--- src/rtl/stagen_scoreboard_hazard_unit_pkg.sv ---
// rtl/stagen_scoreboard_hazard_unit_pkg.sv - shared state encoding, widths and counter type for the hazard unit
package stagen_scoreboard_hazard_unit_pkg;

  localparam int DEF_NUM_REGS    = 32;
  localparam int DEF_MAX_PENDING = 3;

  typedef logic [1:0] hu_state_t;
  localparam hu_state_t ST_RUN      = 2'd0;
  localparam hu_state_t ST_DRAIN    = 2'd1;
  localparam hu_state_t ST_FLUSH    = 2'd2;
  localparam hu_state_t ST_REDIRECT = 2'd3;

  function automatic int regsel_width(input int num_regs);
    return (num_regs > 1) ? $clog2(num_regs) : 1;
  endfunction

  function automatic int cnt_width(input int max_pending);
    return $clog2(max_pending + 1);
  endfunction

  typedef logic [$clog2(DEF_MAX_PENDING + 1)-1:0] pend_cnt_t;

endpackage

--- src/rtl/stagen_scoreboard_hazard_unit_reg_pending_counter.sv ---
// rtl/stagen_scoreboard_hazard_unit_reg_pending_counter.sv - per-register in-flight write counter
// Net update count + inc - dec; an over-retire clamps at zero and flags underflow.
module stagen_scoreboard_hazard_unit_reg_pending_counter #(
  parameter int MAX_PENDING = 3,
  parameter int CW          = 2,
  parameter int DW          = 2
) (
  input  logic          clk_i,
  input  logic          rst_ni,
  input  logic          inc_i,
  input  logic [DW-1:0] dec_i,
  output logic [CW-1:0] count_o,
  output logic          nonzero_o,
  output logic          nonzero_next_o,
  output logic          sat_o,
  output logic          underflow_o
);

  localparam int SW = ((CW > DW) ? CW : DW) + 1;

  logic [CW-1:0] count_q, count_d;
  logic [SW-1:0] sum, dec_ext;

  always_comb begin
    sum         = SW'(count_q) + SW'(inc_i);
    dec_ext     = SW'(dec_i);
    underflow_o = (dec_ext > sum);
    count_d     = underflow_o ? '0 : CW'(sum - dec_ext);
  end

  always_ff @(posedge clk_i or negedge rst_ni) begin
    if (!rst_ni) count_q <= '0;
    else         count_q <= count_d;
  end

  assign count_o        = count_q;
  assign nonzero_o      = (count_q != '0);
  assign nonzero_next_o = (count_d != '0);
  assign sat_o          = (count_q == CW'(MAX_PENDING));

endmodule

--- src/rtl/stagen_scoreboard_hazard_unit.sv ---
// rtl/stagen_scoreboard_hazard_unit.sv - scoreboard hazard/stall controller with trap sequencing
// Issue gating from per-register pending counts; RUN -> DRAIN -> FLUSH -> REDIRECT on exceptions.
module stagen_scoreboard_hazard_unit
  import stagen_scoreboard_hazard_unit_pkg::*;
#(
  parameter int NUM_REGS     = 32,
  parameter int NUM_WB_PORTS = 2,
  parameter int MAX_PENDING  = 3,
  parameter int WB_BYPASS    = 1,
  parameter int RW           = $clog2(NUM_REGS)
) (
  input  logic                       clk_i,
  input  logic                       rst_ni,
  input  logic                       issue_valid_i,
  input  logic [RW-1:0]              issue_rs1_i,
  input  logic [RW-1:0]              issue_rs2_i,
  input  logic                       issue_use_rs1_i,
  input  logic                       issue_use_rs2_i,
  input  logic [RW-1:0]              issue_rd_i,
  input  logic                       issue_wen_i,
  output logic                       issue_fire_o,
  output logic                       issue_stall_o,
  input  logic [NUM_WB_PORTS-1:0]    wb_valid_i,
  input  logic [NUM_WB_PORTS*RW-1:0] wb_rd_i,
  input  logic                       mispredict_i,
  input  logic                       exception_i,
  input  logic [31:0]                trap_vector_i,
  output logic                       pc_en_o,
  output logic                       flush_front_o,
  output logic                       flush_all_o,
  output logic                       insert_priv_pc_o,
  output logic [31:0]                priv_pc_o,
  output logic [NUM_REGS-1:0]        busy_regs_o,
  output logic                       wb_underflow_o
);

  localparam int CW = cnt_width(MAX_PENDING);
  localparam int DW = $clog2(NUM_WB_PORTS + 1);
  localparam int SW = ((CW > DW) ? CW : DW) + 1;

  logic [DW-1:0]       dec [NUM_REGS];
  logic [CW-1:0]       pend [NUM_REGS];
  logic [NUM_REGS-1:0] inc_vec, nz_vec, nz_next_vec, nz_after_wb_vec, eff_nz_vec, sat_vec, uf_vec;
  logic                raw1, raw2, sat_hit, hazard, run;
  hu_state_t           state_q, state_d;
  logic [31:0]         priv_pc_q, priv_pc_d;

  // Per-register retire count; x0 is never tracked so it never decrements or underflows.
  always_comb begin
    for (int r = 0; r < NUM_REGS; r++) begin
      dec[r] = '0;
      for (int p = 0; p < NUM_WB_PORTS; p++) begin
        if (r != 0 && wb_valid_i[p] && wb_rd_i[p*RW +: RW] == RW'(r)) dec[r] = dec[r] + DW'(1);
      end
    end
  end

  for (genvar g = 0; g < NUM_REGS; g++) begin : g_cnt
    assign inc_vec[g]         = (g != 0) && issue_fire_o && issue_wen_i && (issue_rd_i == RW'(g));
    assign nz_after_wb_vec[g] = (SW'(pend[g]) > SW'(dec[g]));

    stagen_scoreboard_hazard_unit_reg_pending_counter #(
      .MAX_PENDING(MAX_PENDING),
      .CW         (CW),
      .DW         (DW)
    ) u_cnt (
      .clk_i         (clk_i),
      .rst_ni        (rst_ni),
      .inc_i         (inc_vec[g]),
      .dec_i         (dec[g]),
      .count_o       (pend[g]),
      .nonzero_o     (nz_vec[g]),
      .nonzero_next_o(nz_next_vec[g]),
      .sat_o         (sat_vec[g]),
      .underflow_o   (uf_vec[g])
    );
  end

  // Bypass lets a same-cycle writeback retire the last pending write before the read.
  assign eff_nz_vec = (WB_BYPASS != 0) ? nz_after_wb_vec : nz_vec;

  assign run     = (state_q == ST_RUN);
  assign raw1    = issue_use_rs1_i && (issue_rs1_i != '0) && eff_nz_vec[issue_rs1_i];
  assign raw2    = issue_use_rs2_i && (issue_rs2_i != '0) && eff_nz_vec[issue_rs2_i];
  assign sat_hit = issue_wen_i && (issue_rd_i != '0) && sat_vec[issue_rd_i];
  assign hazard  = raw1 | raw2 | sat_hit;

  assign issue_fire_o   = issue_valid_i && !hazard && run && !exception_i;
  assign issue_stall_o  = issue_valid_i && !issue_fire_o;
  assign busy_regs_o    = nz_vec;
  assign wb_underflow_o = |uf_vec;
  assign priv_pc_o      = priv_pc_q;

  always_comb begin
    state_d          = state_q;
    priv_pc_d        = priv_pc_q;
    pc_en_o          = 1'b0;
    flush_front_o    = 1'b0;
    flush_all_o      = 1'b0;
    insert_priv_pc_o = 1'b0;
    case (state_q)
      ST_RUN: begin
        pc_en_o = !(issue_valid_i && hazard);
        if (exception_i) begin
          state_d   = ST_DRAIN;
          priv_pc_d = trap_vector_i;
        end else if (mispredict_i) begin
          flush_front_o = 1'b1;
          pc_en_o       = 1'b1;
        end
      end
      ST_DRAIN: begin
        if (nz_next_vec == '0) state_d = ST_FLUSH;
      end
      ST_FLUSH: begin
        flush_all_o = 1'b1;
        state_d     = ST_REDIRECT;
      end
      ST_REDIRECT: begin
        insert_priv_pc_o = 1'b1;
        pc_en_o          = 1'b1;
        state_d          = ST_RUN;
      end
      default: state_d = ST_RUN;
    endcase
  end

  always_ff @(posedge clk_i or negedge rst_ni) begin
    if (!rst_ni) begin
      state_q   <= ST_RUN;
      priv_pc_q <= '0;
    end else begin
      state_q   <= state_d;
      priv_pc_q <= priv_pc_d;
    end
  end

endmodule
--- config.mk ---
export PLATFORM = sky130hd
export DESIGN_NAME = stagen_scoreboard_hazard_unit
export DESIGN_NICKNAME = d
export VERILOG_FILES = /design/src/rtl/stagen_scoreboard_hazard_unit_pkg.sv /design/src/rtl/stagen_scoreboard_hazard_unit_reg_pending_counter.sv /design/src/rtl/stagen_scoreboard_hazard_unit.sv
export SDC_FILE = /design/constraint.sdc
export NUM_CORES = 1
export LEC_CHECK = 0
export CELL_PAD_IN_SITES_DETAIL_PLACEMENT = 0
export CELL_PAD_IN_SITES_GLOBAL_PLACEMENT = 1
export CORE_AREA = 2 2 168 170
export DETAILED_ROUTE_END_ITERATION = 7
export DIE_AREA = 0 0 170 172
export PLACE_DENSITY_LB_ADDON = 0.1
export SKIP_LAST_GASP = 1
export SYNTH_ARGS = -nofsm -noshare
export SYNTH_HDL_FRONTEND = slang
export SYNTH_SLANG_ARGS = --single-unit
--- constraint.sdc ---
create_clock -name clk_i -period 11.15 [get_ports clk_i]
set_input_delay 2.7875 -clock clk_i [delete_from_list [all_inputs] [get_ports clk_i]]
set_output_delay 2.7875 -clock clk_i [all_outputs]
set_load 0.03 [all_outputs]
# Yosys cells after proc, flatten, opt, wreduce, memory -nomap -nowiden
# Cells that the tools add are included.
# word_totals
register_bits	98
input_bits	67
word_cells	618
# op_classes
add_sub_neg	93
magnitude_cmp	67
n_eq_ne	130
muxes	111
bitwise_logic	2
n_reduce_logical	181
# op_table
operator	count
$eq 5x5->1 const B	48
$mux 2	65
$reduce_bool 2->1	64
$eq 5x4->1 const B	24
$logic_and 1x1->1	105
$add 2x1->3	31
$gt 2x3->1	31
$eq 2x2->1 const B	34
$add 1x1->2 const B	31
$gt 2x2->1	31
$sub 2x2->2	31
$eq 5x3->1 const B	12
$mux 1	41
$logic_not 32->1	1
$reduce_or 32->1	1
$eq 5x2->1 const B	6
$lt 5x6->1 const B	3
$bmux 1 s5	3
$eq 5x1->1 const B	3
$reduce_bool 5->1	3
$pmux 2 s4	1
$logic_not 1->1	4
$ne 2x2->1 const B	2
$reduce_and 2->1	2
other kinds (6)	7

# Depth between registers and ports, before layout
# logic_depth
ltp_word	24
mapped_depth	28
ltp_nobuf	26

# Modules after synthesis
# A second synthesis with hierarchy kept.
# hier_totals
hier_cells	1581
hier_area_um2	12584.6
# modules_own_cells
module	instances	cells_per_inst	area_each_um2	seq_area_each_um2
stagen_scoreboard_hazard_unit_reg_pending_counter	32	28	222.7	50.0
stagen_scoreboard_hazard_unit	1	685	5457.7	850.8

# Worst setup path after synthesis
# No wires, ideal clock.
# synth_timing
path_type	in2out
start	in wb_rd_i[1]
end	out wb_underflow_o
arrival_ps	7542
t_required_ps	8363
slack_ps	820
path_stages	26
path_buffers	3
cell_sequence	or2_2 > clkbuf_1 > nor2_1 > ha_1 > inv_1 > ha_1 > nor2b_1 > a2bb2oi_1 > a221o_1 > nor4b_1 > a211oi_1 > nor3_1 > or4b_1 > clkbuf_1 > buf_2 > nor3_1 > ha_1 > ha_1 > inv_1 > ha_1 > nand2b_1 > a211oi_1 > a2111oi_0 > nand3_1 > nor3_1 > nand4_1
# synth_between
elab_chain_len	20
word_cells_on_any_way	293
classes_between	add/sub: 62; order compare: 62; eq/ne: 31; mux: 66; bitwise: 2; reduce/logical: 70
# synth_lines
item	line_no	text
from (decl)	stagen_scoreboard_hazard_unit.sv:24	input logic [NUM_WB_PORTS*RW-1:0] wb_rd_i,
$eq 5x1->1 (tied with other cells)	stagen_scoreboard_hazard_unit.sv:53	if (r != 0 && wb_valid_i[p] && wb_rd_i[p*RW +: RW] == RW'(r)) dec[r] = dec[r] + DW'(1);
$logic_and 1x1->1	stagen_scoreboard_hazard_unit.sv:53	
$mux 1	stagen_scoreboard_hazard_unit.sv:53	
$add 1x1->2	stagen_scoreboard_hazard_unit.sv:53	
$mux 2	stagen_scoreboard_hazard_unit.sv:53	
$gt 2x2->1	stagen_scoreboard_hazard_unit.sv:60	assign nz_after_wb_vec[g] = (SW'(pend[g]) > SW'(dec[g]));
$bmux 1 s5, on equally long branches	stagen_scoreboard_hazard_unit.sv:83, stagen_scoreboard_hazard_unit.sv:84	
$mux 1, on equally long branches	stagen_scoreboard_hazard_unit.sv:83, stagen_scoreboard_hazard_unit.sv:84	
$logic_and 1x1->1, on equally long branches	stagen_scoreboard_hazard_unit.sv:83, stagen_scoreboard_hazard_unit.sv:84	
$or 1x1->1 (2 in series)	stagen_scoreboard_hazard_unit.sv:86	assign hazard = raw1 | raw2 | sat_hit;
$logic_not 1->1	stagen_scoreboard_hazard_unit.sv:88	assign issue_fire_o = issue_valid_i && !hazard && run && !exception_i;
$logic_and 1x1->1 (3 in series)	stagen_scoreboard_hazard_unit.sv:88	
$logic_and 1x1->1 (2 in series)	stagen_scoreboard_hazard_unit.sv:59	assign inc_vec[g] = (g != 0) && issue_fire_o && issue_wen_i && (issue_rd_i == RW'(g));
$add 2x1->3	stagen_scoreboard_hazard_unit_reg_pending_counter.sv:25	sum = SW'(count_q) + SW'(inc_i);
$gt 2x3->1	stagen_scoreboard_hazard_unit_reg_pending_counter.sv:27	underflow_o = (dec_ext > sum);
$reduce_or 32->1 (*)	stagen_scoreboard_hazard_unit.sv:91	assign wb_underflow_o = |uf_vec;
to (decl)	stagen_scoreboard_hazard_unit.sv:34	output logic wb_underflow_o
# Mark *: on every way between the ends. The rest lies on a longest branch, timed or not. The select of a mux whose other input is x is not followed.

# Worst setup path in the final report
# layout_timing
start	in wb_rd_i[5]
end	out wb_underflow_o
# layout_between
elab_chain_len	18
word_cells_on_any_way	231
classes_between	add/sub: 31; order compare: 62; eq/ne: 31; mux: 35; bitwise: 2; reduce/logical: 70
# layout_lines
item	line_no
$eq 5x1->1 (tied with other cells)	stagen_scoreboard_hazard_unit.sv:53
$logic_and 1x1->1	stagen_scoreboard_hazard_unit.sv:53
$mux 2	stagen_scoreboard_hazard_unit.sv:53
$gt 2x2->1	stagen_scoreboard_hazard_unit.sv:60
$bmux 1 s5, on equally long branches	stagen_scoreboard_hazard_unit.sv:83, stagen_scoreboard_hazard_unit.sv:84
$mux 1, on equally long branches	stagen_scoreboard_hazard_unit.sv:83, stagen_scoreboard_hazard_unit.sv:84
$logic_and 1x1->1, on equally long branches	stagen_scoreboard_hazard_unit.sv:83, stagen_scoreboard_hazard_unit.sv:84
$or 1x1->1 (2 in series)	stagen_scoreboard_hazard_unit.sv:86
$logic_not 1->1	stagen_scoreboard_hazard_unit.sv:88
$logic_and 1x1->1 (3 in series)	stagen_scoreboard_hazard_unit.sv:88
$logic_and 1x1->1 (2 in series)	stagen_scoreboard_hazard_unit.sv:59
$add 2x1->3	stagen_scoreboard_hazard_unit_reg_pending_counter.sv:25
$gt 2x3->1	stagen_scoreboard_hazard_unit_reg_pending_counter.sv:27
$reduce_or 32->1 (*)	stagen_scoreboard_hazard_unit.sv:91
# Marked as above.

==> results_dict.tcl <==
set metrics [dict create \
    outcome "finished clean" \
    ys_types 67 \
    clockBufferDepth 2 \
    synth_edf_count 0 \
    clkSinkCount 96 \
    gp_congestion 0.966 \
    dp_hpwl_mm 31.0 \
    ys_seq_area_share_pct 22.1 \
    p_per_area_nw_per_um2 174 \
    synth_top_area_cell "ha_1" \
    place_area_um2 14200 \
    vias 10400 \
    cts-buffers-inserted 9 \
    antenna_found_initial 2 \
    wl_per_cell_um 18.5 \
    first_iter_violations 530 \
    critPathSlowestCell "mux4_2" \
    tns_ns 0 \
    synth_commonest_cells "ha_1 (252), inv_1 (195), nor2_1 (125), dfrtp_1 (96), nand2_1 (73)" \
    via_per_inst 5.19 \
    die_x_um 170 \
    synthArstFlopShare_pct 100 \
    clk_pin_slew_worst_paths_ns 0.08 \
    clock_latency_ns 0.38 \
    port_buffers 136 \
    fmax_ghz 0.0915 \
    drv_slew 0 \
    grt_use_total_pct 26.2 \
    fin_crit_ns 10.93 \
    cp-start-kind "input port" \
    finalSetupViolations 0 \
    cpLargestDelayFamily "simple AND/OR/NAND/NOR gates" \
    yosys_warnings 0 \
    core-area_um2 27500 \
    multi_input_comb_area_um2 7940 \
    synth_nets 1621 \
    tightest_slew_ns 0.729 \
    critPathRequiredTime_ns 8.36 \
    die_height_um 172 \
    netlist_instances 1302 \
    drc 0 \
    final_cells 2009 \
    grt_pass1_vias 10600 \
    cts-root-buf "clkbuf_16" \
    leakage_nw 7.40 \
    fillers 2594 \
    final_antenna_net_count 0 \
    dp.cells 1978 \
    ios 138 \
    syn_area_um2 10900 \
    die_area_um2 29200 \
    tritoncts "built" \
    synth_top_cell_area_share_pct 29.0 \
    nNetsFinal 1976 \
    htree_levels 3 \
    dr.pass1.iters 5 \
    syn2layout_area_growth_pct 39.4 \
    max_slew_margin_pct 51.4 \
    syn_area_per_cell_um2 8.34 \
    num_rows 61 \
    finalClockSkew_ns 0.0168 \
    vdd_drop_max_mv 0.153 \
    yosysMostFrequentCell "ha_1" \
    initial_core_util_pct 39.5 \
    cp_slowest_stage_delay_ns 0.46 \
    holdBufCountCts 0 \
    crit_buf_inv 10 \
    grt_pass1_wl_mm 57.7 \
    hold_class "reg2reg" \
    synth_ff_type "dfrtp_1" \
    maxCapViolations 0 \
    crit_top_cell "buf_4" \
    totalWireLength_mm 37.2 \
    final-seq-area_um2 2400 \
    grt_overflow 0 \
    stdcell_area_um2 15100 \
    layout-drive-gt1-share_pct 27.9 \
    cp-end-kind "primary output" \
    grt_max_degree 53 \
    ys_ff_latch 96 \
    worstSetupPathType "in2out" \
    synthTopCellsByArea "ha_1 (29%), dfrtp_1 (22%), inv_1 (6.7%)" \
    arrival_ns 8.14 \
    worst-path-max-fanout 11 \
    hold_viol_final 0 \
    fin_crit_sh_pct 98.0 \
]
## kinds of logic (layout without fill, tap and decap cells)
| kind of cell | count (synthesis) | after routing | share of synthesized area (%) |
|---|---|---|---|
| muxes | 37 | 37 | 3.94 |
| xor gates and xnor gates | 31 | 31 | 2.50 |
| adders and majority gates | 252 | 252 | 29.0 |
| other | 1 | 2 | 0.0345 |
| AOI/OAI and AO/OA | 198 | 198 | 12.1 |
| DFF | 96 | 96 | 22.1 |
| buffers and inverters | 251 | 611 | 9.82 |
| and+or+nand+nor | 436 | 436 | 20.5 |
## placed cells by master, fill, tap and decap left out, drive strengths merged, types with 29 or more instances in the layout
cell,count
a21oi,61
buf,269
o21ai,35
clkdlybuf4s50,121
nand2b,42
nand2,73
nor2,125
mux2,33
nor2b,49
xor2,29
inv,199
or2,35
ha,252
dfrtp,96
## worst reg2reg max path, cell delays in order (launching register included)
cell and delay (ns):
dfrtp_1 0.44, and3b_1 0.21, a311oi_1 0.30, a311oi_1 0.09, a311oi_1 0.36, o32a_1 0.29, nand4_1 0.28, or4b_4 0.69
buf_6 0.20, nor4_2 0.15, buf_4 0.15, ha_1 0.13, ha_1 0.22, inv_1 0.05, ha_1 0.24, and2_1 0.15
a211o_1 0.34, and2_4 0.18, or4_1 0.57, or4_1 0.65, o41ai_2 0.33, nand2_1 0.15, mux2_4 0.32
## per-layer routing
metal  track usage [%]  vias to the layer above  routed length (µm)
met5                 0                        -                   0
met4              13.8                        0                2200
met3              4.46                       98                2180
met2              44.2                      319               17100
met1              32.2                     4891               15700
li1                  -                     5119                   -
## power by group
group	total, mW	leakage [nW]	internal (mW)	switching (mW)
Sequential	0.554	1.25	0.459	0.0951
Combinational	1.73	6.00	0.822	0.907
Clock	0.358	0.157	0.182	0.176
## state kept, by name, indices dropped and copies added, names as in the netlist
register	count
g_cnt.u_cnt.count_o	62
state_q	2
priv_pc_o	32
## path summary, 6_finish.rpt
path | startpoint | endpoint | slack [ns] | cells past startpoint
worst max-delay path | wb_rd_i[5] | wb_underflow_o | 0.22 | 30
min in group asynchronous | rst_ni | priv_pc_o[19] | 2.44 | 1
worst max register to register | g_cnt[8].u_cnt.count_o[1] | state_q[1] | 4.54 | 22
worst min register to register | priv_pc_o[29] | priv_pc_o[29] | 0.51 | 1
worst min-delay path | priv_pc_o[29] | priv_pc_o[29] | 0.51 | 1
max in group asynchronous | rst_ni | g_cnt[20].u_cnt.count_o[0] | 7.56 | 2
## through the flow
stage | worst slack [ns] | util [%] | total power [mW] | hold slack [ns]
2_1_floorplan | 0.820 | - | 1.53 | 0.534
6_report | 0.225 | 55.1 | 2.64 | 0.507
5_1_grt | -0.0251 | 55.1 | 2.82 | 0.530
4_1_cts | 0.00305 | 54.0 | 2.62 | 0.512
3_3_place_gp | -0.774 | 51.8 | 2.20 | 0.486
3_5_place_dp | -0.661 | 51.8 | 2.22 | 0.492
## timing repair
| action | 4_1_cts | 5_1_grt |
|---|---|---|
| endpoints found under the setup margin | 1 | 1 |
| gates resized for setup | 78 | 95 |
| setup buffers | 6 | 9 |
| pin swaps | 12 | 28 |
## final cells by class
class                      count  area share [%]
clock inverter                 7           0.628
multi-input combinational    955            52.4
antenna                        1          0.0165
clock buffer                   9            1.49
inverter                     195            4.83
sequential                    96            15.9
tap                          346            2.86
timing repair buffer         400            21.9
Power figures use the tool's default switching activity.
